**src/rtl/dma_pkg.sv**
```systemverilog
`default_nettype none
// ============================================================================
// Module   : dma_pkg
// Purpose  : Shared register offsets, sequencer state encoding and the
//            step-to-access decode for the DMA channel programmer.
// Revision : 1.0 - initial release
// ============================================================================
package dma_pkg;

    localparam logic [3:0] c_reg_mask      = 4'd10;
    localparam logic [3:0] c_reg_mode      = 4'd11;
    localparam logic [3:0] c_reg_clear_ff  = 4'd12;
    localparam logic [3:0] c_step_last_prog = 4'd5;
    localparam logic [3:0] c_step_unmask   = 4'd11;

    typedef enum logic [2:0] {
        S_IDLE     = 3'd0,
        S_WAIT_BUS = 3'd1,
        S_SETUP    = 3'd2,
        S_STROBE   = 3'd3,
        S_HOLD     = 3'd4,
        S_DONE     = 3'd5
    } dma_state_t;

    // For reads, data carries the byte the register is expected to return.
    typedef struct packed {
        logic [3:0] reg_addr;
        logic [7:0] data;
        logic       rd;
    } dma_access_t;

    // Channel registers occupy offsets 0..7: address at {0,ch,0}, count at {0,ch,1}.
    function automatic dma_access_t dma_access(
        input logic [3:0]  step,
        input logic [1:0]  ch,
        input logic [15:0] addr,
        input logic [15:0] count,
        input logic [5:0]  mode
    );
        dma_access_t a;
        logic [3:0]  addr_reg;
        logic [3:0]  cnt_reg;
        addr_reg = {1'b0, ch, 1'b0};
        cnt_reg  = {1'b0, ch, 1'b1};
        a = '{reg_addr: c_reg_mask, data: {6'b0, ch}, rd: 1'b0};
        case (step)
            4'd0, 4'd6: a = '{reg_addr: c_reg_clear_ff, data: 8'h00,        rd: 1'b0};
            4'd1:       a = '{reg_addr: addr_reg,       data: addr[7:0],    rd: 1'b0};
            4'd2:       a = '{reg_addr: addr_reg,       data: addr[15:8],   rd: 1'b0};
            4'd3:       a = '{reg_addr: cnt_reg,        data: count[7:0],   rd: 1'b0};
            4'd4:       a = '{reg_addr: cnt_reg,        data: count[15:8],  rd: 1'b0};
            4'd5:       a = '{reg_addr: c_reg_mode,     data: {mode, ch},   rd: 1'b0};
            4'd7:       a = '{reg_addr: addr_reg,       data: addr[7:0],    rd: 1'b1};
            4'd8:       a = '{reg_addr: addr_reg,       data: addr[15:8],   rd: 1'b1};
            4'd9:       a = '{reg_addr: cnt_reg,        data: count[7:0],   rd: 1'b1};
            4'd10:      a = '{reg_addr: cnt_reg,        data: count[15:8],  rd: 1'b1};
            default:    a = '{reg_addr: c_reg_mask,     data: {6'b0, ch},   rd: 1'b0};
        endcase
        return a;
    endfunction

endpackage
`default_nettype wire

```
**src/rtl/dma_channel_programmer_if.sv**
```systemverilog
`default_nettype none
// ============================================================================
// Module   : dma_channel_programmer_if
// Purpose  : I/O bus between the channel programmer and the DMA register file.
// Revision : 1.0 - initial release
// ============================================================================
interface dma_channel_programmer_if;
    logic [3:0] address_out;
    logic [7:0] data_out;
    logic       IOW;
    logic       IOR;
    logic       AEN;
    logic [7:0] data_in;

    modport master (output address_out, data_out, IOW, IOR, input AEN, data_in);
    modport slave  (input address_out, data_out, IOW, IOR, output AEN, data_in);
endinterface
`default_nettype wire

```
**src/rtl/dma_bus_cycle.sv**
```systemverilog
`default_nettype none
// ============================================================================
// Module   : dma_bus_cycle
// Purpose  : Drives one SETUP / STROBE / HOLD bus access and captures read data.
// Revision : 1.0 - initial release
// ============================================================================
module dma_bus_cycle
    import dma_pkg::*;
#(
    parameter int STROBE_CYCLES = 1
) (
    input  wire logic               clk,
    input  wire logic               rst_n,
    input  wire dma_state_t         i_state,
    input  wire dma_access_t        i_access,
    dma_channel_programmer_if.master bus,
    output logic                    o_strobe_last,
    output logic                    o_rd_valid,
    output logic [7:0]              o_rd_data
);

    logic [2:0] r_strobe_cnt;
    logic       r_rd_valid;
    logic [7:0] r_rd_data;
    logic       w_active;
    logic       w_strobe;

    assign w_active      = (i_state == S_SETUP) || (i_state == S_STROBE) || (i_state == S_HOLD);
    assign w_strobe      = (i_state == S_STROBE);
    assign o_strobe_last = w_strobe && (r_strobe_cnt == 3'(STROBE_CYCLES - 1));

    always_ff @(posedge clk or negedge rst_n) begin
        if (!rst_n) begin
            r_strobe_cnt <= 3'd0;
            r_rd_valid   <= 1'b0;
            r_rd_data    <= 8'd0;
        end else begin
            if (w_strobe && !o_strobe_last) begin
                r_strobe_cnt <= r_strobe_cnt + 3'd1;
            end else begin
                r_strobe_cnt <= 3'd0;
            end
            r_rd_valid <= o_strobe_last && i_access.rd;
            if (o_strobe_last && i_access.rd) begin
                r_rd_data <= bus.data_in;
            end
        end
    end

    // Strobes decode straight from the state register so reset releases them at once.
    assign bus.address_out = w_active ? i_access.reg_addr : 4'd0;
    assign bus.data_out    = (w_active && !i_access.rd) ? i_access.data : 8'd0;
    assign bus.IOW         = !(w_strobe && !i_access.rd);
    assign bus.IOR         = !(w_strobe && i_access.rd);
    assign o_rd_valid      = r_rd_valid;
    assign o_rd_data       = r_rd_data;

endmodule
`default_nettype wire

```
**src/rtl/dma_channel_programmer.sv**
```systemverilog
`default_nettype none
// ============================================================================
// Module   : dma_channel_programmer
// Purpose  : Sequences the register accesses that program and unmask one DMA channel.
// Revision : 1.0 - initial release
// ============================================================================
module dma_channel_programmer
    import dma_pkg::*;
#(
    parameter int STROBE_CYCLES  = 1,
    parameter bit VERIFY_DEFAULT = 1'b0
) (
    input  wire logic               clk,
    input  wire logic               rst_n,
    input  wire logic               start,
    input  wire logic [1:0]         ch_sel,
    input  wire logic [15:0]        prog_address,
    input  wire logic [15:0]        prog_count,
    input  wire logic [5:0]         prog_mode,
    input  wire logic               verify_en,
    dma_channel_programmer_if.master bus,
    output logic                    busy,
    output logic                    done,
    output logic                    verify_err
);

    dma_state_t  r_state;
    dma_state_t  w_state_next;
    logic [3:0]  r_step;
    logic [1:0]  r_ch;
    logic [15:0] r_addr;
    logic [15:0] r_count;
    logic [5:0]  r_mode;
    logic        r_verify;
    logic        r_verify_err;

    dma_access_t w_access;
    logic        w_accept;
    logic        w_last_step;
    logic [3:0]  w_step_next;
    logic        w_strobe_last;
    logic        w_rd_valid;
    logic [7:0]  w_rd_data;

    assign w_accept    = (r_state == S_IDLE) && start;
    assign w_last_step = (r_step == c_step_unmask);
    // Without readback the sequence jumps from the mode write straight to the unmask.
    assign w_step_next = (r_step == c_step_last_prog && !r_verify) ? c_step_unmask : r_step + 4'd1;
    assign w_access    = dma_access(r_step, r_ch, r_addr, r_count, r_mode);

    always_ff @(posedge clk or negedge rst_n) begin
        if (!rst_n) begin
            r_state <= S_IDLE;
        end else begin
            r_state <= w_state_next;
        end
    end

    always_comb begin
        w_state_next = r_state;
        case (r_state)
            S_IDLE:     if (start) w_state_next = bus.AEN ? S_WAIT_BUS : S_SETUP;
            S_WAIT_BUS: if (!bus.AEN) w_state_next = S_SETUP;
            S_SETUP:    w_state_next = S_STROBE;
            S_STROBE:   if (w_strobe_last) w_state_next = S_HOLD;
            S_HOLD: begin
                if (w_last_step)  w_state_next = S_DONE;
                else if (bus.AEN) w_state_next = S_WAIT_BUS;
                else              w_state_next = S_SETUP;
            end
            S_DONE:     w_state_next = S_IDLE;
            default:    w_state_next = S_IDLE;
        endcase
    end

    always_ff @(posedge clk or negedge rst_n) begin
        if (!rst_n) begin
            r_step       <= 4'd0;
            r_ch         <= 2'd0;
            r_addr       <= 16'd0;
            r_count      <= 16'd0;
            r_mode       <= 6'd0;
            r_verify     <= 1'b0;
            r_verify_err <= 1'b0;
        end else if (w_accept) begin
            r_step       <= 4'd0;
            r_ch         <= ch_sel;
            r_addr       <= prog_address;
            r_count      <= prog_count;
            r_mode       <= prog_mode;
            r_verify     <= verify_en | VERIFY_DEFAULT;
            r_verify_err <= 1'b0;
        end else begin
            if (r_state == S_HOLD && !w_last_step) begin
                r_step <= w_step_next;
            end else if (r_state == S_DONE) begin
                r_step <= 4'd0;
            end
            if (r_state == S_HOLD && w_rd_valid && (w_rd_data != w_access.data)) begin
                r_verify_err <= 1'b1;
            end
        end
    end

    dma_bus_cycle #(
        .STROBE_CYCLES (STROBE_CYCLES)
    ) u_bus_cycle (
        .clk           (clk),
        .rst_n         (rst_n),
        .i_state       (r_state),
        .i_access      (w_access),
        .bus           (bus),
        .o_strobe_last (w_strobe_last),
        .o_rd_valid    (w_rd_valid),
        .o_rd_data     (w_rd_data)
    );

    assign busy       = (r_state == S_WAIT_BUS) || (r_state == S_SETUP) ||
                        (r_state == S_STROBE)   || (r_state == S_HOLD);
    assign done       = (r_state == S_DONE);
    assign verify_err = r_verify_err;

endmodule
`default_nettype wire

```
**src/flat_wrapper.sv**
```systemverilog
// flat-port wrapper written by rule: the top's interface ports become plain ports
module dma_channel_programmer_flat import dma_pkg::*;
#(
    parameter int STROBE_CYCLES  = 1,
    parameter bit VERIFY_DEFAULT = 1'b0
)
  (clk, rst_n, start, ch_sel, prog_address, prog_count, prog_mode, verify_en, busy, done, verify_err, bus_address_out, bus_data_out, bus_IOW, bus_IOR, bus_AEN, bus_data_in);
  dma_channel_programmer_if bus_i ();
  input  wire logic clk;
  input  wire logic rst_n;
  input  wire logic start;
  input  wire logic [1:0] ch_sel;
  input  wire logic [15:0] prog_address;
  input  wire logic [15:0] prog_count;
  input  wire logic [5:0] prog_mode;
  input  wire logic verify_en;
  output logic busy;
  output logic done;
  output logic verify_err;
  output wire logic [$bits(bus_i.address_out)-1:0] bus_address_out;
  output wire logic [$bits(bus_i.data_out)-1:0] bus_data_out;
  output wire logic [$bits(bus_i.IOW)-1:0] bus_IOW;
  output wire logic [$bits(bus_i.IOR)-1:0] bus_IOR;
  input wire logic [$bits(bus_i.AEN)-1:0] bus_AEN;
  input wire logic [$bits(bus_i.data_in)-1:0] bus_data_in;
  assign bus_address_out = bus_i.address_out;
  assign bus_data_out = bus_i.data_out;
  assign bus_IOW = bus_i.IOW;
  assign bus_IOR = bus_i.IOR;
  assign bus_i.AEN = bus_AEN;
  assign bus_i.data_in = bus_data_in;
  dma_channel_programmer #(.STROBE_CYCLES(STROBE_CYCLES), .VERIFY_DEFAULT(VERIFY_DEFAULT)) u_core (.clk(clk), .rst_n(rst_n), .start(start), .ch_sel(ch_sel), .prog_address(prog_address), .prog_count(prog_count), .prog_mode(prog_mode), .verify_en(verify_en), .bus(bus_i), .busy(busy), .done(done), .verify_err(verify_err));
endmodule
```
**config.mk**
```make
export PLATFORM = sky130hd
export DESIGN_NAME = dma_channel_programmer_flat
export DESIGN_NICKNAME = d
export VERILOG_FILES = /design/src/rtl/dma_pkg.sv /design/src/rtl/dma_channel_programmer_if.sv /design/src/rtl/dma_bus_cycle.sv /design/src/rtl/dma_channel_programmer.sv /design/src/flat_wrapper.sv
export SDC_FILE = /design/constraint.sdc
export NUM_CORES = 1
export LEC_CHECK = 0
export ABC_AREA = 1
export CORE_MARGIN = 10
export CORE_UTILIZATION = 47
export CTS_CLUSTER_DIAMETER = 80
export DETAILED_ROUTE_END_ITERATION = 12
export HOLD_SLACK_MARGIN = 0.05
export PLACE_DENSITY_LB_ADDON = 0.1
export SETUP_SLACK_MARGIN = 0.1
export SLEW_MARGIN = 10
export SYNTH_ARGS = -nofsm -noshare
export SYNTH_HDL_FRONTEND = slang
export SYNTH_SLANG_ARGS = --single-unit
```
**constraint.sdc**
```tcl
create_clock -name clk -period 2.1 [get_ports clk]
set_clock_uncertainty 0.2 [all_clocks]
set_input_delay 0.42 -clock clk [delete_from_list [all_inputs] [get_ports clk]]
set_output_delay 0.42 -clock clk [all_outputs]
set_load 0.01 [all_outputs]
```
== Yosys cells after proc, flatten, opt, wreduce, memory -nomap -nowiden ==
Index checks and enable logic that the tools add are counted.

* Register bits after elaboration: 61
* Latch bits: 0
* Memory bits (writable): 0
* ROM bits: 0
* Input bits: 53
* Output and inout bits: 17
* Word-level logic and storage cells: 78
* Memories: 0

* $add $sub $neg: 2
* Multipliers: 0
* Div/mod/pow operators: 0
* Magnitude comparators: 0
* Eq/ne operators: 20
* Shift operators: 0
* Multiplexer cells: 16
* Bitwise gates (word level): 0
* Reductions and logical operators: 29

{| class="wikitable"
|+ Operators by type and width
! operator !! number
|-
| 13-bit case mux with 10 select lines || 1
|-
| 4-bit 2-to-1 mux || 5
|-
| 4-bit by 3-bit == test with 1-bit output (second input constant) || 4
|-
| 4-bit == test (second input constant) || 4
|-
| 3-bit 2-to-1 mux || 5
|-
| 3-bit case mux with 5 select lines || 1
|-
| 1-bit logical AND || 11
|-
| 4-bit by 2-bit == test with 1-bit output (second input constant) || 2
|-
| 8-bit 2-to-1 mux || 1
|-
| 8-bit != test || 1
|-
| 3-bit by 2-bit == test with 1-bit output (second input constant) || 2
|-
| 3-bit == test (second input constant) || 2
|-
| 1-bit zero test || 6
|-
| 3-bit zero test || 2
|-
| 2-bit != test (second input constant) || 3
|-
| 1-bit logical OR || 5
|-
| 4-bit by 1-bit adder with 4-bit output (second input constant) || 1
|-
| 4-bit by 1-bit == test with 1-bit output (second input constant) || 1
|-
| 4-bit zero test || 1
|-
| 3-bit by 1-bit adder with 3-bit output (second input constant) || 1
|-
| 3-bit by 1-bit == test with 1-bit output (second input constant) || 1
|-
| 3-bit AND reduction || 1
|-
| 3-bit nonzero test || 1
|-
| 1-bit 2-to-1 mux || 2
|-
| other kinds (3) || 3
|}

== Depth between registers and ports, before layout ==
* Word-level depth: 7
* Depth in mapped cells: 16
* Gate-level depth less buffers: 15

== Hierarchy ==
From an unflattened synthesis, not the netlist that was laid out.

* Cells, all modules: 510
* Area total of the unflattened synthesis: 3643.5 um2

{| class="wikitable"
|+ Modules (own cells, without submodules)
! module !! times used !! cells each !! area each (um2) !! sequential area each (um2)
|-
| dma_channel_programmer || 1 || 425 || 2975.4 || 1226.2
|-
| dma_bus_cycle || 1 || 85 || 668.1 || 300.3
|}

== Worst setup path before layout ==
Ideal clock, no wire load.

* Kind: register to output
* Start: register u_core.r_step[1]
* End: output port bus_data_out[0]
* Arrival: 1.574 ns
* Required time: 1.480 ns
* Slack: -0.094 ns
* Stages on the path, launching flop included: 11
* Path buffers: 1
* Cell sequence: dfrtp_1 -> inv_1 -> ha_1 -> buf_2 -> nand3_2 -> nand2_2 -> nor2_4 -> nand2_2 -> inv_2 -> nand3_2 -> a21oi_1

* Cells in the longest elaborated chain, start to end: 6
* Elaborated cells on any way between the ends: 16
* Classes of those cells: 10 x eq/ne; 2 x mux; 4 x reduce/logical

{| class="wikitable"
|+ RTL lines
! element !! line !! RTL
|-
| from (decl) || dma_channel_programmer.sv:29 || <nowiki>logic [3:0] r_step;</nowiki>
|-
| from (signal assigned) || dma_channel_programmer.sv:95 || <nowiki>r_step <= w_step_next;</nowiki>
|-
| 4-bit by 3-bit == test with 1-bit output / 4-bit zero test (equally long branches) || dma_pkg.sv:46 || <nowiki>case (step)</nowiki>
|-
| 2-bit OR reduction || dma_pkg.sv:46 ||
|-
| 13-bit case mux with 10 select lines (*) || dma_pkg.sv:46 ||
|-
| 1-bit zero test || dma_bus_cycle.sv:52 || <nowiki>assign bus.data_out = (w_active && !i_access.rd) ? i_access.data : 8'd0;</nowiki>
|-
| 1-bit logical AND || dma_bus_cycle.sv:52 ||
|-
| 8-bit 2-to-1 mux (*) || dma_bus_cycle.sv:52 ||
|-
| to (decl) || flat_wrapper.sv:21 || <nowiki>output wire logic [$bits(bus_i.data_out)-1:0] bus_data_out;</nowiki>
|}

Mark *: on every way between the ends. The rest lies on a longest branch, timed or not.

== Worst setup path in the final report ==
* Start: register u_core.r_step[0]
* End: output port bus_data_out[0]

Same word-level chain as after synthesis.

==> summary.txt <==
Route
  • Via density: 5.21
  • DR WL/cell: 15.7 um
  • Via count: 3,971
  • Routed WL: 12,000 um
  • Post-route ant nets: 0
  • Initial DRT Pass Iterations: 5
  • Post-route DRC violation count: 0
  • Initial DRC count: 276

Worst setup path
  • Most common cell on crit path: nand3_2
  • WS Path Type: reg2out
  • Cell family with most CP delay: simple AND/OR/NAND/NOR gates
  • Worst path bufs/invs: 2
  • R2r setup slk: -540 ps
  • Worst EP arrival: 2080 ps
  • Origin of the critical flop-to-flop path: u_core.r_step[1]
  • Max incr delay on CP: 470 ps
  • CP Cell Sequence: ha_4 > nand3_2 > nand2_4 > nor2_4 > nand2_2 > inv_2 > nand3_2 > a21oi_2 > buf_2
  • Max FO, Critical Path: 4
  • CP Launch Type: flop
  • Setup crit end kind: output port
  • Critical Path RT: 1480 ps
  • R2r endpoint: u_core.verify_err
  • Reg2Reg Depth: 18
  • Slowest CP cell: dfrtp_2

Outcome
  • Status: finished with violations
  • Violated checks: negative setup slack

Hold path
  • Cells on Worst Hold Path: 1
  • HP Start: u_core.u_bus_cycle.r_strobe_cnt[0]
  • Endpoint, Worst Hold: u_core.u_bus_cycle.r_strobe_cnt[0]
  • Hold Path Class: reg2reg

Clock tree
  • Root buffer cell: clkbuf_8
  • CTS tree: built
  • Number of clock sinks: 61
  • TritonCTS Buffers: 9
  • H-Tree Depth: 3
  • Clock Path Buffers: 2
  • Register clock-pin slew on the reported worst setup and hold paths: 70 ps
  • Worst-skew pair later-pin latency: 350 ps

Synthesis
  • Avg Inst Size Synth: 7.25 sq um
  • Netlist cell types: 41
  • Seq/Total Area, Yosys: 0.416
  • Most used DFF post-synth: dfrtp_1
  • Mapped Nets: 566
  • Synthesized cell area: 3670 sq um
  • Async SR Flop Fraction: 1.00
  • Top-area cell type share of the netlist area: 0.416
  • Post-synth EDFFs: 0
  • Synth warnings: 0
  • Synthesized instance count: 507
  • Synthesized flop and latch total: 61
  • Most frequent cell after synthesis: nand2_1
  • Area leader, netlist: dfrtp_1
  • Top post-synthesis cells by area: dfrtp_1 (42%), nand2_1 (19%), nor2_1 (4.5%)
  • Top post-synthesis cells by count: nand2_1 (189), dfrtp_1 (61), nor2_1 (44), inv_1 (42), nand3_1 (29)

STA
  • Relative max-transition margin: 0.706
  • Hold Fails Final Rpt: 0
  • Tmin final: 2700 ps
  • RSZ-0062 raised after global routing: yes
  • Final Cycle Share: 1.29
  • Setup ws final: -604 ps
  • Slew Limit Fails: 0
  • Setup TNS Final: -7350 ps
  • Tightest Pin Transition: 441 ps
  • Fmax: 370 MHz
  • Count of final setup violators: 18

Global routing
  • Total track usage: 0.203
  • Initial antenna violation count: 0
  • Grt ovf: 0
  • Global-route wire length before repair: 19,100 um
  • Vias in the first global route: 3,918
  • Pin count of the biggest net entering global routing: 32

Power and ir drop
  • VDD IR max: 0.520 mV
  • PD cells: 1060 nW/um^2
  • Leak: 2.74 nW

Final layout
  • Final Util: 0.727
  • Nets@finish: 716
  • Area growth from synthesis to layout: 51.3%
  • Share of post-route cells with drive strength above 1: 0.308
  • Ant diodes: 0
  • # fillers: 614

Placed design
  • Final GP Congestion: 0.893
  • Port Buffers: 69
  • HPWL Detailed: 8490 um
  • Placement Setup Slack: -611 ps

Die
  • IO Count: 70
  • Core ar.: 7650 sq um
  • Die height: 108 um
  • Starting density of the core: 0.480
  • Chip Width: 108 um
  • Die area: 11,800 sq um
  • Row cnt: 32

Run
  • Max cap viols: 0
==> layout make-up <==
type                            count  area (sq um)  share of cell area
Tap cell                          102           128              0.0230
Sequential cell                    61          1530               0.275
Timing Repair Buffer              158          1400               0.252
Multi-Input combinational cell    378          2140               0.385
Clock inverter                      4          26.3             0.00473
Inverter                           49           195              0.0351
Clock buffer                       10           138              0.0248
==> cells by family (layout without fill, tap and decap cells) <==
kind of cell,after synthesis,count (layout),synth area share
and+or+nand+nor,314,314,0.389
DFF,61,61,0.416
adders and majority gates,6,6,0.0204
buffers and inverters,68,221,0.0814
xor gates and xnor gates,2,2,0.00477
AOI/OAI and AO/OA,56,56,0.0892
==> registers in the layout (all words and copies together), names as in the netlist <==
name and cells:
u_core.r_verify 1, u_core.u_bus_cycle.o_rd_valid 1, u_core.verify_err 1, u_core.u_bus_cycle.r_strobe_cnt 3, u_core.r_ch 2, u_core.r_addr 16
u_core.r_mode 6, u_core.r_state 3, u_core.r_step 4, u_core.r_count 16, u_core.u_bus_cycle.o_rd_data 8
==> timing repair <==
action | CTS | global route
hold endpoints to repair | 61 | 0
gates resized for setup | 98 | 25
endpoints found under the setup margin | 26 | 30
setup buffers | 11 | 7
hold buffers | 1 | 0
pin swaps | 14 | 17
==> metal layers <==
metal	global-route usage	wire, um	vias to the layer above
li1	-	-	1929
met3	0.0405	879	29
met1	0.259	5120	1859
met4	0.0913	349	0
met2	0.327	5610	154
met5	0	0	-
==> cell usage in the layout, fill, tap and decap left out, drive strengths merged <==
| cell | count |
|---|---|
| nand2 | 200 |
| buf | 102 |
| dfrtp | 61 |
| clkdlybuf4s50 | 52 |
| nor2 | 51 |
| inv | 47 |
| nand3 | 36 |
| o21ai | 29 |
| nand4 | 20 |
| a21oi | 14 |
| clkbuf | 10 |
| ha | 6 |
| nor3 | 6 |
| a31oi | 4 |
| clkinv | 4 |
| clkdlybuf4s15 | 3 |
| a21boi | 3 |
| clkinvlp | 2 |
| o211ai | 1 |
| o221ai | 1 |
| xnor2 | 1 |
| nor3b | 1 |
| a41oi | 1 |
| o31ai | 1 |
| a211oi | 1 |
| o22ai | 1 |
| xor2 | 1 |
| dlygate4sd3 | 1 |
==> stage by stage <==
step | instances | power, mW | hold slack, ps | cell area, sq um
after floorplan | 507 | 3.38 | -75.6 | 3770
after global placement | 729 | 4.45 | 249 | 5040
after detailed placement | 729 | 4.53 | 254 | 5040
after CTS | 755 | 5.72 | 263 | 5420
after global routing | 762 | 6.26 | 306 | 5560
final | 762 | 5.87 | 260 | 5560
==> power breakdown <==
group	internal, mW	switching (mW)
sequential	1.66	0.385
combinational	1.26	1.64
clock	0.444	0.483
total	3.36	2.51
==> worst max path at each step <==
stage,startpoint,slack (ps),to,cells after the start
floorplan,u_core.r_step[0],70,bus_data_out[0],10
global placement,u_core.r_step[0],-560,bus_data_out[7],7
detailed placement,u_core.r_step[0],-610,bus_data_out[4],7
CTS,u_core.r_step[1],-540,bus_data_out[0],10
global route,u_core.r_step[0],-680,u_core.verify_err,18
finish,u_core.r_step[0],-600,bus_data_out[0],9
No activity file was read; power rests on OpenSTA's default activity.
